==> src/rtl/i2c_eeprom_master.sv <==
// I2C master for AT24C64-style EEPROMs: one byte write or random read per command,
// with START/RSTART/STOP framing, ACK checking and a single done pulse.
module i2c_eeprom_master #(
  parameter int CLK_DIV = 250
) (
  input  logic        pclk,
  input  logic        prst,
  input  logic        cmd_valid,
  output logic        cmd_ready,
  input  logic        cmd_rw,
  input  logic [2:0]  cmd_dev,
  input  logic [12:0] cmd_addr,
  input  logic [7:0]  cmd_wdata,
  output logic        busy,
  output logic        done,
  output logic [7:0]  rdata,
  output logic        nack_err,
  output logic        scl_o,
  output logic        sda_oe,
  input  logic        sda_i
);
  // state   | meaning
  // IDLE    | bus released, waiting for a command
  // START   | start condition (SDA falls while SCL high)
  // TX_BYTE | shifting one byte out, MSB first
  // RX_ACK  | SDA released, slave ACK sampled
  // RSTART  | repeated start before the read control byte
  // RX_BYTE | shifting the read byte in
  // TX_NACK | master NACK after the read byte
  // STOP    | stop condition (SDA rises while SCL high)
  // DONE    | one-cycle done pulse
  typedef enum logic [3:0] {
    IDLE, START, TX_BYTE, RX_ACK, RSTART, RX_BYTE, TX_NACK, STOP, DONE
  } state_t;

  localparam int DIV_W = $clog2(CLK_DIV);
  localparam logic [DIV_W-1:0] DIV_LOAD = DIV_W'(CLK_DIV - 1);

  state_t           state, seg_nxt;
  logic [DIV_W-1:0] div_cnt;
  logic [1:0]       q, byte_idx, nxt_idx;
  logic [2:0]       bit_cnt, dev_r;
  logic [7:0]       tx_sh, rx_sh, wdata_r, nxt_byte;
  logic [12:0]      addr_r;
  logic             rw_r, load_tx;
  logic             sda_meta, sda_s, sda_smp;

  // {scl_o, sda_oe} for quarter qq of a segment
  function automatic logic [1:0] seg_out(input state_t st, input logic [1:0] qq, input logic data_oe);
    logic [1:0] r;
    r = 2'b10;
    case (st)
      START:   r = (qq == 2'd3) ? 2'b01 : (qq == 2'd2) ? 2'b11 : 2'b10;
      RSTART:  r = (qq == 2'd0) ? 2'b00 : (qq == 2'd1) ? 2'b10 : (qq == 2'd2) ? 2'b11 : 2'b01;
      STOP:    r = (qq == 2'd0) ? 2'b01 : (qq == 2'd1) ? 2'b11 : 2'b10;
      TX_BYTE: r = {qq[1], data_oe};
      RX_ACK, RX_BYTE, TX_NACK: r = {qq[1], 1'b0};
      default: r = 2'b10;
    endcase
    return r;
  endfunction

  function automatic logic [7:0] byte_sel(input logic [1:0] idx);
    logic [7:0] b;
    case (idx)
      2'd0:    b = {4'b1010, dev_r, 1'b0};
      2'd1:    b = {3'b000, addr_r[12:8]};
      2'd2:    b = addr_r[7:0];
      default: b = rw_r ? {4'b1010, dev_r, 1'b1} : wdata_r;
    endcase
    return b;
  endfunction

  always_comb begin
    nxt_idx  = (state == START) ? 2'd0 : byte_idx + 2'd1;
    nxt_byte = byte_sel(nxt_idx);
    seg_nxt  = state;
    case (state)
      START:   seg_nxt = TX_BYTE;
      TX_BYTE: seg_nxt = (bit_cnt == 3'd0) ? RX_ACK : TX_BYTE;
      RX_ACK: begin
        if (sda_smp)                seg_nxt = STOP;
        else if (byte_idx == 2'd2)  seg_nxt = rw_r ? RSTART : TX_BYTE;
        else if (byte_idx == 2'd3)  seg_nxt = rw_r ? RX_BYTE : STOP;
        else                        seg_nxt = TX_BYTE;
      end
      RSTART:  seg_nxt = TX_BYTE;
      RX_BYTE: seg_nxt = (bit_cnt == 3'd0) ? TX_NACK : RX_BYTE;
      TX_NACK: seg_nxt = STOP;
      STOP:    seg_nxt = DONE;
      default: seg_nxt = state;
    endcase
    load_tx = (seg_nxt == TX_BYTE) && (state != TX_BYTE);
  end

  always_ff @(posedge pclk) begin
    if (prst) begin
      sda_meta <= 1'b1;
      sda_s    <= 1'b1;
    end else begin
      sda_meta <= sda_i;
      sda_s    <= sda_meta;
    end
  end

  always_ff @(posedge pclk) begin
    if (prst) begin
      state     <= IDLE;
      div_cnt   <= '0;
      q         <= '0;
      bit_cnt   <= '0;
      byte_idx  <= '0;
      tx_sh     <= '0;
      rx_sh     <= '0;
      sda_smp   <= 1'b1;
      rw_r      <= 1'b0;
      dev_r     <= '0;
      addr_r    <= '0;
      wdata_r   <= '0;
      cmd_ready <= 1'b1;
      busy      <= 1'b0;
      done      <= 1'b0;
      rdata     <= '0;
      nack_err  <= 1'b0;
      scl_o     <= 1'b1;
      sda_oe    <= 1'b0;
    end else begin
      done <= 1'b0;
      case (state)
        IDLE: if (cmd_valid) begin
          rw_r      <= cmd_rw;
          dev_r     <= cmd_dev;
          addr_r    <= cmd_addr;
          wdata_r   <= cmd_wdata;
          nack_err  <= 1'b0;
          cmd_ready <= 1'b0;
          busy      <= 1'b1;
          state     <= START;
          div_cnt   <= DIV_LOAD;
          q         <= '0;
          {scl_o, sda_oe} <= seg_out(START, 2'd0, 1'b0);
        end
        DONE: begin
          state     <= IDLE;
          cmd_ready <= 1'b1;
          busy      <= 1'b0;
        end
        default: begin
          if (div_cnt != '0) begin
            div_cnt <= div_cnt - 1'b1;
          end else begin
            div_cnt <= DIV_LOAD;
            if (q == 2'd2) begin
              sda_smp <= sda_s;
              if (state == RX_BYTE) rx_sh <= {rx_sh[6:0], sda_s};
            end
            if (q != 2'd3) begin
              q <= q + 2'd1;
              {scl_o, sda_oe} <= seg_out(state, q + 2'd1, ~tx_sh[7]);
            end else begin
              // segment boundary: pick the next segment and present its Q0 levels
              q     <= '0;
              state <= seg_nxt;
              {scl_o, sda_oe} <= seg_out(seg_nxt, 2'd0, load_tx ? ~nxt_byte[7] : ~tx_sh[6]);
              if (load_tx) begin
                tx_sh    <= nxt_byte;
                byte_idx <= nxt_idx;
                bit_cnt  <= 3'd7;
              end else if (seg_nxt == RX_BYTE && state != RX_BYTE) begin
                bit_cnt <= 3'd7;
              end else if (state == TX_BYTE || state == RX_BYTE) begin
                bit_cnt <= bit_cnt - 3'd1;
                tx_sh   <= {tx_sh[6:0], 1'b0};
              end
              if (state == RX_ACK && sda_smp) nack_err <= 1'b1;
              if (state == RX_BYTE && bit_cnt == 3'd0) rdata <= rx_sh;
              if (seg_nxt == DONE) done <= 1'b1;
            end
          end
        end
      endcase
    end
  end

endmodule
==> config.mk <==
export PLATFORM = sky130hd
export DESIGN_NAME = i2c_eeprom_master
export DESIGN_NICKNAME = d
export VERILOG_FILES = /design/src/rtl/i2c_eeprom_master.sv
export SDC_FILE = /design/constraint.sdc
export NUM_CORES = 1
export LEC_CHECK = 0
export BUFFER_PORTS_ARGS = -buffer_cell sky130_fd_sc_hd__buf_2
export CAP_MARGIN = 5
export CELL_PAD_IN_SITES_DETAIL_PLACEMENT = 0
export CELL_PAD_IN_SITES_GLOBAL_PLACEMENT = 1
export CORE_MARGIN = 8
export CORE_UTILIZATION = 43
export CTS_CLUSTER_SIZE = 28
export DETAILED_ROUTE_END_ITERATION = 6
export HOLD_SLACK_MARGIN = 0.12
export PLACE_DENSITY = 0.9
export SYNTH_ARGS = -nofsm -noshare
export SYNTH_HDL_FRONTEND = slang
export SYNTH_SLANG_ARGS = --single-unit
==> constraint.sdc <==
create_clock -name pclk -period 3.28 [get_ports pclk]
set_clock_uncertainty 0.2 [all_clocks]
set_input_delay 0.164 -clock pclk [delete_from_list [all_inputs] [get_ports pclk]]
set_output_delay 0.164 -clock pclk [all_outputs]
set_load 0.01 [all_outputs]
==> flow_metrics.py <==
metrics = {
    "run_status": {
        "status": "completed",
    },
    "route": {
        "vias_per_cell": 5.33,
        "vias": 3376,
        "drc_errors": 0,
        "drtIter0Drc": 241,
        "wl_per_cell_um": 13.8,
        "antenna_left": 0,
        "dr.pass1.iters": 4,
        "wirelength_mm": 8.76,
    },
    "timing": {
        "finalSetupTns_ps": 0,
        "tightest_slew_ps": 1010,
        "fin_ws_ps": 296,
        "slew_viol_final": 0,
        "finalCriticalPeriod_ps": 2980,
        "relSlewSlack_pct": 32.6,
        "finalSetupViolations": 0,
        "whs_ps": 215,
        "hold_viol": 0,
        "max_freq_mhz": 335,
        "rsz0062_at_grt": "no",
        "post-route-period-util_pct": 91.0,
    },
    "yosys": {
        "syn_area_um2": 3760,
        "synth_top_family_by_area": "simple AND/OR/NAND/NOR gates",
        "yosysWarnings": 0,
        "avgSynthCellArea_um2": 8.14,
        "synthAdderAreaFrac_pct": 2.99,
        "synth_mux_area_share_pct": 6.12,
        "ys_seq_area_share_pct": 41.0,
        "async_reset_ff_share_pct": 0,
        "netlist_instances": 462,
        "syn-num-nets": 500,
        "synth-simple-area-share_pct": 24.6,
        "synth_seq_cells": 77,
        "ys.flop_type": "dfxtp_1",
        "synth_edf_count": 0,
        "ys_types": 58,
        "yosys.area_share.xor_xnor_pct": 1.63,
        "synth-compound-area-share_pct": 18.4,
    },
    "clock_tree": {
        "clockRootBuffer": "clkbuf_8",
        "clk_pin_slew_ps": 90,
        "clock-sinks": 77,
        "clk_path_buf_depth": 2,
        "cts_tree": "built",
        "clkLatencyLatePin_ps": 350,
        "cts-resized-gates": 0,
        "cts-htree-levels": 3,
        "cts_buffers": 9,
    },
    "hold_path": {
        "min_to": "sda_s",
        "min_from": "sda_meta",
        "hold-path-cell-count": 1,
        "min_path_type": "reg -> reg",
    },
    "cells_and_area": {
        "finalNonFillerCells": 633,
        "antenna_cells": 0,
        "num-fill-cells": 829,
        "layout_common_cells": "77 x dfxtp_1, 72 x nand2_1, 52 x a21oi_1, 52 x nor2_1, 42 x buf_2",
        "final_common_cell": "dfxtp_1",
        "num-nets-final": 558,
        "synthToLayoutAreaGrowth_pct": 19.0,
        "drive_above_1_share_pct": 15.2,
    },
    "global_routing": {
        "first_global_vias": 3201,
        "grt_use_total_pct": 15.3,
        "grt_max_degree": 56,
        "antenna_found_initial": 0,
        "grt_pass1_wl_mm": 14.9,
        "grt-ovfl-total": 0,
    },
    "floorplanning": {
        "start_util_pct": 43.8,
        "io_pins": 43,
        "die_w_um": 110,
        "die_area_um2": 12000,
        "core_area_um2": 8590,
        "rows": 34,
        "die_height_um": 110,
    },
    "placed_design": {
        "hpwl_mm": 5.97,
        "dpl.cell_count": 590,
        "finalWeightedCongestion": 0.847,
        "dp_slack_ps": 314,
        "io_buffer_count": 42,
    },
    "setup_path": {
        "start_kind": "flip-flop",
        "cp.required_ps": 3340,
        "arrival_ps": 3040,
        "r2r_end": "tx_sh[6]",
        "slowest_delay_ps": 620,
        "worstSetupPathType": "reg -> reg",
        "timing.rr.start": "byte_idx[0]",
        "crit_fanout": 19,
        "crit_path_end_kind": "flip-flop",
        "ff2ff_setup_slack_ps": 300,
        "crit_chain": "inv_1 -> ha_1 -> a211oi_1 -> o31a_2 -> nand4_4 -> or4_1 -> a311oi_1",
        "crit_slowest_cell": "dfxtp_1",
        "reg2reg_depth": 7,
    },
    "power": {
        "ir_worst_vdd_mv": 0.212,
        "power_density_nw_per_um2": 433,
        "leakage_uw": 0.00170,
        "p_total_uw": 1940,
    },
    "run": {
        "maxCapViolCount": 0,
    },
}
sequential cells by signal, summed over array words and instances (netlist names), 2 cells and up:
name,flops
tx_sh,8
div_cnt,8
state,4
rx_sh,8
rdata,8
byte_idx,2
bit_cnt,3
q,2
addr_r,13
dev_r,3
wdata_r,8
area by class of cell:
| type | count | area, µm² | area share [%] |
|---|---|---|---|
| Inverter | 11 | 41.3 | 0.922 |
| Multi-Input combinational cell | 342 | 2020 | 45.2 |
| Sequential cell | 77 | 1540 | 34.4 |
| Tap cell | 108 | 135 | 3.02 |
| Timing Repair Buffer | 79 | 556 | 12.4 |
| Clock buffer | 9 | 124 | 2.77 |
| Clock inverter | 7 | 57.6 | 1.29 |
report_power, final:
| group | leakage (µW) | switching, µW | internal [µW] | total, µW |
|---|---|---|---|---|
| Combinational | 0.000984 | 145 | 116 | 261 |
| Clock | 0.0000881 | 376 | 285 | 661 |
| Sequential | 0.000628 | 39.6 | 977 | 1020 |
| Total | 0.00170 | 561 | 1380 | 1940 |
kinds of logic after synthesis:
group           Yosys count
simple gates            192
compound gates          111
flops                    77
buf+inv                  43
mux                      23
fa+ha+maj                 9
xor+xnor                  7
worst max-delay path by stage:
stage / from / end / slack [ps] / cells past startpoint
2_1_floorplan: bit_cnt[0] / tx_sh[6] / 890 / 8
3_3_place_gp: byte_idx[0] / tx_sh[6] / 430 / 7
3_5_place_dp: byte_idx[0] / tx_sh[6] / 310 / 7
4_1_cts: byte_idx[0] / tx_sh[6] / 300 / 7
5_1_grt: byte_idx[0] / tx_sh[6] / 110 / 7
6_report: byte_idx[0] / tx_sh[6] / 300 / 7
metal layers:
layer  vias up  GRT usage [%]  part of all wire (%)
met5         -              0                     0
met1      1553           19.7                    48
met3        16           3.81                   4.8
li1       1730              -                     -
met2        77           24.2                    46
met4         0           5.69                   1.6
worst max-delay path, delay by kind of cell (launching register included):
family	cells	cell delay, ps
fa+ha+maj	1	250
simple gates	2	850
flops	1	620
buf+inv	1	130
compound gates	3	830
stage by stage:
step                instance area [µm²]  util (%)
detailed placement                 4030      46.9
CTS                                4480      52.1
floorplan                          3760         -
global placement                   4030      46.9
finish                             4480      52.1
global route                       4480      52.1
what timing repair did:
item	4_1_cts	5_1_grt
setup buffers	0	0
setup endpoints to repair	0	0
hold endpoints to repair	30	0
hold buffers	27	0
Yosys cell counts, types with 2 or more instances:
library cell / instances / area [µm²]
nand2b_1: 9 / 56.3
a21oi_1: 52 / 260
o21ai_0: 16 / 80.1
a211o_1: 4 / 35.0
nor3_1: 17 / 85.1
xor2_1: 5 / 43.8
a31oi_1: 3 / 18.8
nor2_1: 52 / 195
xnor2_1: 2 / 17.5
nand2_1: 72 / 270
a311oi_1: 7 / 61.3
or3_1: 4 / 25.0
nor3b_1: 4 / 30.0
ha_1: 9 / 113
nor2b_1: 3 / 18.8
nand3_1: 3 / 15.0
clkbuf_1: 17 / 63.8
and2_1: 2 / 12.5
mux2i_1: 23 / 230
a211oi_1: 7 / 52.6
or4_1: 4 / 30.0
buf_2: 11 / 55.1
buf_6: 3 / 33.8
o22ai_1: 8 / 50.1
dfxtp_1: 77 / 1540
or2_2: 3 / 18.8
inv_1: 10 / 37.5
nor4_1: 5 / 31.3
Note: power is estimated with default switching activity, not from simulation.
